$ cat src/rtl/piso_right_shift_register.sv
// Parallel-in, serial-out shifter: captures a word on a ready/valid load and
// emits it LSB first, one bit per enabled cycle, with a strobe for the receiver.
module piso_right_shift_register #(
  parameter int unsigned SIZE = 8
) (
  input  logic            clk,
  input  logic            reset,
  input  logic [SIZE-1:0] data_in,
  input  logic            load_valid,
  output logic            load_ready,
  input  logic            enable,
  output logic            serial_out,
  output logic            shift_strobe,
  output logic            busy,
  output logic            done
);

  localparam int unsigned CW = (SIZE > 1) ? $clog2(SIZE) : 1;
  localparam logic [CW-1:0] LAST = CW'(SIZE - 1);

  typedef enum logic {
    IDLE  = 1'b0,
    SHIFT = 1'b1
  } state_t;

  state_t          state, state_nxt;
  logic [SIZE-1:0] shift_reg, shift_nxt;
  logic [CW-1:0]   count, count_nxt;
  logic            done_q, done_nxt;

  always_ff @(posedge clk) begin
    if (reset) begin
      state     <= IDLE;
      shift_reg <= '0;
      count     <= '0;
      done_q    <= 1'b0;
    end else begin
      state     <= state_nxt;
      shift_reg <= shift_nxt;
      count     <= count_nxt;
      done_q    <= done_nxt;
    end
  end

  // Strobe and serial data are gated by reset so an aborted word emits nothing
  // further even in the cycle reset is first seen.
  always_comb begin
    state_nxt    = state;
    shift_nxt    = shift_reg;
    count_nxt    = count;
    done_nxt     = 1'b0;
    load_ready   = (state == IDLE) && !reset;
    shift_strobe = (state == SHIFT) && enable && !reset;
    serial_out   = (state == SHIFT) && !reset && shift_reg[0];

    case (state)
      IDLE: begin
        if (load_valid && load_ready) begin
          shift_nxt = data_in;
          count_nxt = '0;
          state_nxt = SHIFT;
        end
      end
      SHIFT: begin
        if (enable) begin
          shift_nxt = {1'b0, shift_reg[SIZE-1:1]};
          if (count == LAST) begin
            count_nxt = '0;
            state_nxt = IDLE;
            done_nxt  = 1'b1;
          end else begin
            count_nxt = count + CW'(1);
          end
        end
      end
      default: state_nxt = IDLE;
    endcase
  end

  assign busy = (state == SHIFT);
  assign done = done_q;

endmodule

$ cat config.mk
export PLATFORM = sky130hd
export DESIGN_NAME = piso_right_shift_register
export DESIGN_NICKNAME = d
export VERILOG_FILES = /design/src/rtl/piso_right_shift_register.sv
export SDC_FILE = /design/constraint.sdc
export NUM_CORES = 1
export LEC_CHECK = 0
export BUFFER_PORTS_ARGS = -buffer_cell sky130_fd_sc_hd__buf_2
export CORE_ASPECT_RATIO = 0.75
export CORE_UTILIZATION = 25
export CTS_CLUSTER_DIAMETER = 120
export DETAILED_ROUTE_END_ITERATION = 6
export PLACE_DENSITY = 0.48
export SLEW_MARGIN = 20
export SYNTH_ARGS = -nofsm -noshare
export SYNTH_HDL_FRONTEND = slang
export SYNTH_SLANG_ARGS = --single-unit
export TNS_END_PERCENT = 50
$ cat constraint.sdc
create_clock -name clk -period 3.3 [get_ports clk]
set_clock_uncertainty 0.2 [all_clocks]
set_input_delay 0 -clock clk [delete_from_list [all_inputs] [get_ports clk]]
set_output_delay 0 -clock clk [all_outputs]
set_load 0.005 [all_outputs]
==> results of run 1 <==
==> layer usage <==
layer  vias to the layer above  track usage [%]  wire length [µm]
met2                        16             18.6               536
met5                         -                0                 0
met1                       252             13.9               624
met4                         0             4.50                13
li1                        287                -                 -
met3                         2             7.10                82
==> final cells by class <==
| cell class | count | share of cell area, % |
|---|---|---|
| repair buffers | 34 | 31.2 |
| flip-flops and latches | 13 | 31.2 |
| multi-input cells | 44 | 30.4 |
| inverters | 1 | 0.450 |
| well taps | 24 | 3.60 |
| clock buffers | 4 | 3.15 |
==> worst min-delay path, cell delays in order <==
cell	delay (ns)
buf_2	0.10
mux2i_1	0.12
a2bb2oi_1	0.17
nor2_1	0.04
==> cells by family (layout without fill, tap and decap cells) <==
group                    Yosys count  count (layout)  share of synthesized area (%)
AND/OR/NAND/NOR                   28              28                           23.1
flip-flops                        13              13                           48.5
AO/OA/AOI/OAI                     12              12                           15.6
buffers and inverters              4              39                           4.19
adder cells (fa/ha/maj)            2               2                           4.66
multiplexers                       2               2                           3.96
==> per-stage QoR <==
step | std cells | setup WS [ns]
after floorplan | 61 | 1.89
after global placement | 98 | 1.83
after detailed placement | 98 | 1.82
after CTS | 120 | 1.26
after global routing | 120 | 1.12
final | 120 | 1.22
==> power by group <==
part           leakage (nW)  switching, mW  internal, mW
Clock                0.0150         0.0536        0.0469
Combinational         0.260         0.0268        0.0387
Sequential            0.107        0.00792         0.168
Total                 0.382         0.0883         0.253
==> how the worst max path moves through the flow <==
stage,from,endpoint,slack [ns],cells after the start
2_1_floorplan,count[0]$_SDFFE_PP0P_,count[0]$_SDFFE_PP0P_,1.89,4
5_1_grt,busy$_SDFF_PP0_,shift_reg[5]$_SDFFE_PP0P_,1.12,4
3_5_place_dp,count[0]$_SDFFE_PP0P_,count[0]$_SDFFE_PP0P_,1.82,4
4_1_cts,count[0]$_SDFFE_PP0P_,count[0]$_SDFFE_PP0P_,1.26,5
6_report,busy$_SDFF_PP0_,shift_reg[5]$_SDFFE_PP0P_,1.22,4
3_3_place_gp,count[0]$_SDFFE_PP0P_,count[0]$_SDFFE_PP0P_,1.83,4
==> synthesized netlist by cell type (all sizes together) <==
master,instances,area [µm²]
ha,2,25.0
inv,1,3.75
or3,1,6.26
nor2,13,48.8
a32oi,2,17.5
a2bb2oi,1,8.76
clkbuf,1,3.75
and2,1,6.26
buf,2,15.0
a21oi,2,13.8
nand2b,1,6.26
mux2i,1,10.0
nor3,7,35.0
o22ai,7,43.8
dfxtp,13,260
nand2,5,21.3
mux2,1,11.3
==> timing repair <==
| item | CTS | global route |
|---|---|---|
| gates resized for setup | 0 | 0 |
| buffers inserted | 0 | 0 |
| hold endpoints to repair | 12 | 0 |
| hold buffers | 18 | 0 |
==> metrics, run 1 <==
GP Congestion 0.749; Max IR drop VDD 286 µV; WHS Path Cells 4; synthesis-to-finish area growth 55.5%; post-layout util 41.4%; setup_tns 0 ns; Peak Freq 0.481 GHz; hold_ws about 0.0080 ns; Worst Hold End shift_reg[7]$_SDFFE_PP0P_; Die W about 56 µm; H-tree depth 1; Critical-path top delay cell dlygate4sd3_1; most common cell after layout, fill and taps aside dlygate4sd3_1; share of cells above drive strength 1 22.9%; Overall Power 0.342 mW; I/O pin cnt 17; CTS Buf Count 3; Yosys cell types 19; most frequent cells in the layout 18 x dlygate4sd3_1, 16 x buf_2, 13 x nor2_1, 13 x dfxtp_1; worst skew pair latency 0.28 ns; flip-flop and latch area 260 µm²; FF+latch count, synth 13; Die Y 42.1 µm; Core Rows 14; Pleak 0.382 nW; Max Slew Vio Count 0; routed len/inst ~10 µm; core region area 0.00201 mm²; Placed Area 628 µm²; largest net degree at the start of global routing 16; CP bufs+invs 1; All-Layer GR Usage roughly 12%; CP endpoint kind register; r2r worst-path depth 4; worst-path cell chain nand2b_1, o22ai_1, nor3_1, dlygate4sd3_1; DRT iter0 DRCs 13; r2r endpoint shift_reg[5]$_SDFFE_PP0P_; syn avg cell area about 9 µm²; multi-input combinational cell area 254 µm²; Setup-failing EPs final 0; Die ar. about 0.0023 mm²; Pre-Repair DR Iteration Count 4; max_slew headroom approximately 77%; CP Max Fanout 10; Post-Syn Nets 75; Design Area, Final 835 µm²; IO buf count 16; antenna fix cells 0; yosys synthesis warning count 0; clk buf depth 2; Worst Tran Pin Value 0.334 ns; final wirelength 1260 µm; TritonCTS clock tree yes; Vias/cell 4.64; Max Cap Viol 0; number of global-route vias before repair 501; total clock sinks 13; Largest stage delay, worst path 0.58 ns; Root Buffer clkbuf_4; total gr overflow 0; synthesized cell area approximately 540 µm²; max FFs per register 8; total power density per cell area 409 mW/mm²; Worst R2R Setup Slack 1.22 ns; reg-to-reg startpoint busy$_SDFF_PP0_; crit path time final 2.08 ns; Synth Instances between 60 and 70; clk slew on worst S/H paths about 0.080 ns; crit path DAT about 2.1 ns; hold path startpoint load_valid; initial antenna violation count 0; CP required around 3.3 ns; Post-DRT Antenna Nets 0; Final Hold Viols 0; Fillers between 200 and 250; vias post-DR between 500 and 600; CP delay by family, top buffers and inverters; RSZ-0062 raised after global routing false; CP Launch Type register; status complete, no violations; DR DRC count 0; nets 111; first-pass GRT wire length about 2100 µm; Worst Hold Class in2reg; Final Cycle Share 63.0%; crit path kind reg2reg; sequential fraction of the synthesis area 48.5%; Initial Utilization 26.6%
No activity file was read; power rests on OpenSTA's default activity.
==> run 2: changes to the inputs <==
--- a/config.mk
+++ b/config.mk
@@ -10,7 +10,7 @@
 export CORE_UTILIZATION = 25
 export CTS_CLUSTER_DIAMETER = 120
 export DETAILED_ROUTE_END_ITERATION = 6
-export PLACE_DENSITY = 0.48
+export PLACE_DENSITY = 0.5
 export SLEW_MARGIN = 20
 export SYNTH_ARGS = -nofsm -noshare
 export SYNTH_HDL_FRONTEND = slang
==> constraint.sdc (replaced) <==
create_clock -name clk -period 1.8 [get_ports clk]
set_clock_uncertainty 0.2 [all_clocks]
set_input_delay 0 -clock clk [delete_from_list [all_inputs] [get_ports clk]]
set_output_delay 0 -clock clk [all_outputs]
set_load 0.005 [all_outputs]
==> run 2 against run 1 <==
- worst hold slack better by 0.29 ns
- design area decreased by 7.5%
- clock power up 83%
- first-iteration DRC count shrank 15%
- critical path depth did not move
- critical path type unchanged
- highest routed layer unchanged
==> metrics, run 2 (synthesis gave the netlist of run 1 again) <==
status complete, no violations (unchanged); IO buf count 16 (unchanged); RSZ-0062 raised after global routing false (unchanged); top layer in use met4 (unchanged); crit path kind reg2reg (unchanged); GP Congestion 0.787 (was 0.749); Peak Freq 0.657 GHz (was 0.481 GHz); synthesis-to-finish area growth 43.8% (was 55.5%); DP Cell Count 99 (was 98); first-pass GRT wire length 2190 µm (was 2100 µm); vias post-DR 523 (was 557); core region area 0.00201 mm² (unchanged); nets 105 (was 111); total power density per cell area 786 mW/mm² (was 409 mW/mm²); CP endpoint kind register (unchanged); Vias/cell 4.59 (was 4.64); DRT iter0 DRCs 11 (was 13); All-Layer GR Usage 12.2% (was 12.1%); Initial Utilization 26.6% (unchanged); Pre-Repair DR Iteration Count 4 (unchanged); largest net degree at the start of global routing 16 (unchanged); Max IR drop VDD 485 µV (was 286 µV); hold_ws 0.295 ns (was 0.00802 ns); Overall Power 0.607 mW (was 0.342 mW); CP Launch Type register (unchanged); most common cell after layout, fill and taps aside buf_2 (was dlygate4sd3_1); final setup margin 0.277 ns (was 1.22 ns); CP Max Fanout 3 (was 10); Die Y 42.1 µm (unchanged); Worst R2R Setup Slack 0.28 ns (was 1.22 ns); crit path DAT 1.54 ns (was 2.09 ns); post-layout util 38.3% (was 41.4%); Fillers 210 (was 206); Placed Area 636 µm² (was 628 µm²); total gr overflow 0 (unchanged); Die ar. 0.00234 mm² (unchanged); Design Area, Final 772 µm² (was 835 µm²); Worst Tran Pin Value 0.357 ns (was 0.334 ns); DR DRC count 0 (unchanged); Setup Fix Bufs, Post-CTS 0 (unchanged); antenna fix cells 0 (unchanged); Pleak 0.345 nW (was 0.382 nW); clk slew on worst S/H paths 0.08 ns (about the same); most frequent cells in the layout 16 x buf_2, 13 x nor2_1, 13 x dfxtp_1 (was 18 x dlygate4sd3_1, 16 x buf_2, 13 x nor2_1, 13 x dfxtp_1); worst skew pair latency 0.28 ns (about the same); final wirelength 1230 µm (was 1260 µm); CP required 1.81 ns (was 3.32 ns); M1 WL 638 µm (was 624 µm); Max Slew Vio Count 0 (unchanged); final cell count without fillers 114 (was 120); met2 WL 500 µm (was 536 µm); HPWL Detailed 825 µm; Final Cycle Share 84.6% (was 63.0%); I/O pin cnt 17 (unchanged); clk buf depth 2 (unchanged); Post-DRT Antenna Nets 0 (unchanged); routed len/inst 10.7 µm (was 10.5 µm); Setup-failing EPs final 0 (unchanged); Root Buffer clkbuf_4 (unchanged); Core Rows 14 (unchanged); Post-CTS Resized 0 (unchanged); H-tree depth 1 (unchanged); Final Hold Viols 0 (unchanged); total clock sinks 13 (unchanged); share of cells above drive strength 1 25.6% (was 22.9%); Max Cap Viol 0 (unchanged); worst slack, placed 0.301 ns (was 1.82 ns); number of global-route vias before repair 513 (was 501); Worst Hold Class reg2reg (was in2reg); CTS Hold Bufs 11 (was 18); Die W 55.5 µm (unchanged); crit path time final 1.52 ns (was 2.08 ns); WL met3 76 µm (was 82 µm); max FFs per register 8 (unchanged); max_slew headroom 75.5% (was 77.1%); initial antenna violation count 0 (unchanged); setup_tns 0 ns (unchanged); TritonCTS clock tree yes (unchanged); CTS Buf Count 3 (unchanged)
==> run 2: cell count changes in the layout (fill, tap and decap cells not counted), sizes merged <==
cell         before  now
buf              16   17
dlygate4sd3      18   11
==> run 2: final timing paths <==
check / start / endpoint / depth (start not counted)
worst max-delay path: count[0]$_SDFFE_PP0P_ / count[0]$_SDFFE_PP0P_ / 4
worst min-delay path: shift_reg[1]$_SDFFE_PP0P_ / shift_reg[1]$_SDFFE_PP0P_ / 2
worst max register to register: count[0]$_SDFFE_PP0P_ / count[0]$_SDFFE_PP0P_ / 4
worst min register to register: shift_reg[1]$_SDFFE_PP0P_ / shift_reg[1]$_SDFFE_PP0P_ / 2
==> run 2: layout make-up <==
type,instances,area [µm²],share of cell area (%)
Tap cell,24,30.0,3.89
Clock buffer,4,26.3,3.40
Timing Repair Buffer,28,198,25.6
Inverter,1,3.75,0.486
Multi-Input combinational cell,44,254,32.9
Sequential cell,13,260,33.7
==> run 2: routing by layer <==
layer  global-route usage, %  up-vias
li1                        -      275
met1                    14.6      231
met2                    19.3       15
met3                    5.56        2
met4                    4.50        0
met5                       0        -
==> run 2: power breakdown <==
part	switching (mW)	internal, mW	total, mW
clock	0.0969	0.0860	0.183
sequential	0.0119	0.308	0.320
combinational	0.0491	0.0550	0.104
total	0.158	0.449	0.607
==> run 2: critical path: stages, from the launching register on <==
cell and delay [ns]:
dfxtp_1 0.33, ha_1 0.20, ha_1 0.20, or3_1 0.37, a21oi_2 0.15
==> run 3: changes to the inputs <==
--- a/config.mk
+++ b/config.mk
@@ -5,12 +5,13 @@
 export SDC_FILE = /design/constraint.sdc
 export NUM_CORES = 1
 export LEC_CHECK = 0
+export ABC_AREA = 1
 export BUFFER_PORTS_ARGS = -buffer_cell sky130_fd_sc_hd__buf_2
 export CORE_ASPECT_RATIO = 0.75
 export CORE_UTILIZATION = 25
 export CTS_CLUSTER_DIAMETER = 120
 export DETAILED_ROUTE_END_ITERATION = 6
-export PLACE_DENSITY = 0.5
+export PLACE_DENSITY = 0.46
 export SLEW_MARGIN = 20
 export SYNTH_ARGS = -nofsm -noshare
 export SYNTH_HDL_FRONTEND = slang
==> constraint.sdc (replaced) <==
create_clock -name clk -period 1.5 [get_ports clk]
set_clock_uncertainty 0.2 [all_clocks]
set_input_delay 0 -clock clk [delete_from_list [all_inputs] [get_ports clk]]
set_output_delay 0 -clock clk [all_outputs]
set_load 0.005 [all_outputs]
==> run 3 against run 2 <==
- via count increased by 39%
- design area increased by 26%
- area after synthesis increased by 30%
- worst hold slack got worse by 0.0079 ns
- clock-buffer cell count unchanged
- clock power increased by 75%
- critical path depth increased by 3
- die area increased by 29%
- power increased by 55%
- synthesized cell count increased by 85%
- largest power group unchanged
==> metrics, run 3 <==
HPWL Detailed 1080 µm (was 825 µm); Setup-failing EPs final 0 (unchanged); Worst Hold Class reg2reg (unchanged); top cells by area, synth dfxtp_1 37%, nand2_1 21%, nand3_1 8.6%, inv_1 7.5%, nor2_1 7.5% (was dfxtp_1 48%, nor2_1 9.1%, o22ai_1 8.2%, nor3_1 6.5%, ha_1 4.7%); largest net degree at the start of global routing 23 (was 16); clk slew on worst S/H paths 0.06 ns (was 0.08 ns); Initial Utilization 26.7% (was 26.6%); most common flop cell mapped by yosys dfxtp_1 (unchanged); vias post-DR 729 (was 523); crit path DAT 1.23 ns (was 1.54 ns); CP endpoint kind output port (was register); Die W 63.1 µm (was 55.5 µm); Yosys cell types 13 (was 19); Placed Area 813 µm² (was 636 µm²); largest area contributor in the netlist dfxtp_1 (unchanged); Vias/cell 4.12 (was 4.59); top-count cell post-synth nand2_1; Final Cycle Share about 95%; Pre-Repair DR Iteration Count 4 (unchanged); nets 156 (was 105); CP delay by family, top buffers and inverters (was adder cells); Max Cap Viol 0 (unchanged); total power density per cell area 966 mW/mm² (was 786 mW/mm²); DR DRC count 0 (unchanged); I/O pin cnt 17 (unchanged); clk buf depth 2 (unchanged); first-pass GRT wire length 2620 µm (was 2190 µm); status complete, no violations (unchanged); reg-to-reg startpoint count[0]$_SDFFE_PP0P_ (unchanged); Final Hold Viols 0 (unchanged); WHS Path Cells 2 (unchanged); core region area 0.00262 mm² (was 0.00201 mm²); DRT iter0 DRCs 29 (was 11); Post-synth ARST share 0% (unchanged); top-area cell type share of the netlist area 37.2% (was 48.5%); EDFF count, synth 0 (unchanged); Worst Tran Pin Value 0.243 ns (was 0.357 ns); hold_ws 0.287 ns (was 0.295 ns); All-Layer GR Usage 12.2% (about the same); most common cell after layout, fill and taps aside nand2_1 (was buf_2); Root Buffer clkbuf_8 (was clkbuf_4); setup_tns 0 ns (unchanged); Post-Syn Nets 127 (was 75); worst skew pair latency 0.24 ns (was 0.28 ns); sequential fraction of the synthesis area 37.2% (was 48.5%); CP Launch Type input port (was register); Worst Hold End shift_reg[7]$_SDFFE_PP0P_ (was shift_reg[1]$_SDFFE_PP0P_); hold path startpoint shift_reg[7]$_SDFFE_PP0P_ (was shift_reg[1]$_SDFFE_PP0P_); CP required 1.30 ns (was 1.81 ns); share of cells above drive strength 1 17.0% (was 25.6%); number of global-route vias before repair 584 (was 513); r2r worst-path depth 6 (was 4); routed len/inst 9.35 µm (was 10.7 µm); synthesized cell area 699 µm² (was 537 µm²); antenna fix cells 0 (unchanged); total clock sinks 13 (unchanged); Pleak 0.532 nW (was 0.345 nW); Core Rows 16 (was 14); Peak Freq 0.698 GHz; IO buf count 16 (unchanged); GP Congestion 0.744 (was 0.787); FF+latch count, synth 13 (unchanged); final setup margin 0.0680 ns (was 0.277 ns); CP Max Fanout 11 (was 3); Critical-path top delay cell dlygate4sd3_1 (was or3_1); most frequent cells in the layout 39 x nand2_1, 16 x buf_2, 14 x nor2_1, 14 x inv_1, 13 x dfxtp_1 (was 16 x buf_2, 13 x nor2_1, 13 x dfxtp_1); TritonCTS clock tree yes (unchanged); Fillers 294 (was 210); r2r endpoint count[2]$_SDFFE_PP0P_ (was count[0]$_SDFFE_PP0P_); max FFs per register 8 (unchanged); Worst R2R Setup Slack 0.16 ns (was 0.28 ns); crit path kind in2out (was reg2reg); CTS Buf Count 3 (unchanged); Overall Power 0.940 mW (was 0.607 mW); Post-DRT Antenna Nets 0 (unchanged); Largest stage delay, worst path 0.53 ns (was 0.37 ns); crit path time final 1.43 ns; Max IR drop VDD 460 µV (was 485 µV); H-tree depth 1 (unchanged); syn avg cell area 6.19 µm² (was 8.80 µm²); RSZ-0062 raised after global routing false (unchanged); max_slew headroom 83.8% (was 75.5%); initial antenna violation count 0 (unchanged); Die Y 47.8 µm (was 42.1 µm); CP bufs+invs 5 (was 0); final wirelength 1660 µm (was 1230 µm); leading cell types by count after synthesis 39 x nand2_1, 14 x inv_1, 14 x nor2_1 (was 13 x dfxtp_1, 13 x nor2_1, 7 x nor3_1, 7 x o22ai_1, 4 x nand2_1); worst slack, placed 0.110 ns (was 0.301 ns); Setup Fix Bufs, Post-CTS 0 (unchanged); yosys synthesis warning count 0 (unchanged); Max Slew Vio Count 0 (unchanged); Design Area, Final 973 µm² (was 772 µm²); worst-path cell chain dlygate4sd3_1, buf_2, inv_1, buf_4, nand2_1, nor2_1, buf_2 (was ha_1, ha_1, or3_1, a21oi_2); total gr overflow 0 (unchanged); Most Frequent Cell on Critical Path buf_2 (was ha_1); synthesis-to-finish area growth 39.2% (was 43.8%); Die ar. 0.00302 mm² (was 0.00234 mm²); Synth Instances 113 (was 61)
run 3: kinds of logic after synthesis:
kind of cell / share of synthesized area (%)
DFF: 37.2
adders and majority gates: 3.58
and+or+nand+nor: 39.7
buffers and inverters: 12.3
AOI/OAI and AO/OA: 7.16
run 3: area by class of cell:
type	count	area, µm²	share of cell area [%]
Clock buffer	4	45.0	4.63
Inverter	14	52.6	5.40
Multi-Input combinational cell	80	358	36.8
Sequential cell	13	260	26.7
Tap cell	36	45.0	4.63
Timing Repair Buffer	30	213	21.9
run 3: power breakdown:
| group | leakage (nW) | switching, mW | internal, mW | total, mW |
|---|---|---|---|---|
| Sequential | 0.107 | 0.0197 | 0.381 | 0.401 |
| Clock | 0.0228 | 0.132 | 0.188 | 0.320 |
| Combinational | 0.402 | 0.121 | 0.0990 | 0.220 |
run 3: worst reg2reg max path, cell delays in order (launching register included):
cell and delay (ns):
dfxtp_1 0.32, ha_1 0.20, ha_1 0.26, nand2_1 0.06
inv_1 0.04, a21oi_1 0.11, nor2_1 0.06
run 3: per-stage QoR:
stage	instances	utilization, %
finish	177	37.1
global route	177	37.1
CTS	177	36.9
detailed placement	162	31.0
global placement	162	31.0
floorplan	113	-
run 3: how the worst max path moves through the flow:
stage,start,cells past startpoint,endpoint,slack [ns]
final,reset,7,serial_out,0.07
after detailed placement,busy$_SDFF_PP0_,4,shift_reg[2]$_SDFFE_PP0P_,0.11
after floorplan,count[0]$_SDFFE_PP0P_,6,count[2]$_SDFFE_PP0P_,0.22
after global routing,reset,7,serial_out,0.003
after global placement,count[0]$_SDFFE_PP0P_,6,count[2]$_SDFFE_PP0P_,0.17
after CTS,reset,7,serial_out,0.04
run 3: metal layers:
metal | share of wire (%) | vias up | global-route usage [%]
met5 | 0 | - | 0
met4 | 0.66 | 0 | 4.19
met3 | 6.4 | 2 | 5.71
met2 | 38 | 19 | 19.4
met1 | 55 | 304 | 14.9
li1 | - | 404 | -
run 3: timing repair:
item,4_1_cts,5_1_grt
gates resized for setup,0,1
hold buffers,11,0
hold endpoints to repair,10,0
endpoints found under the setup margin,0,5
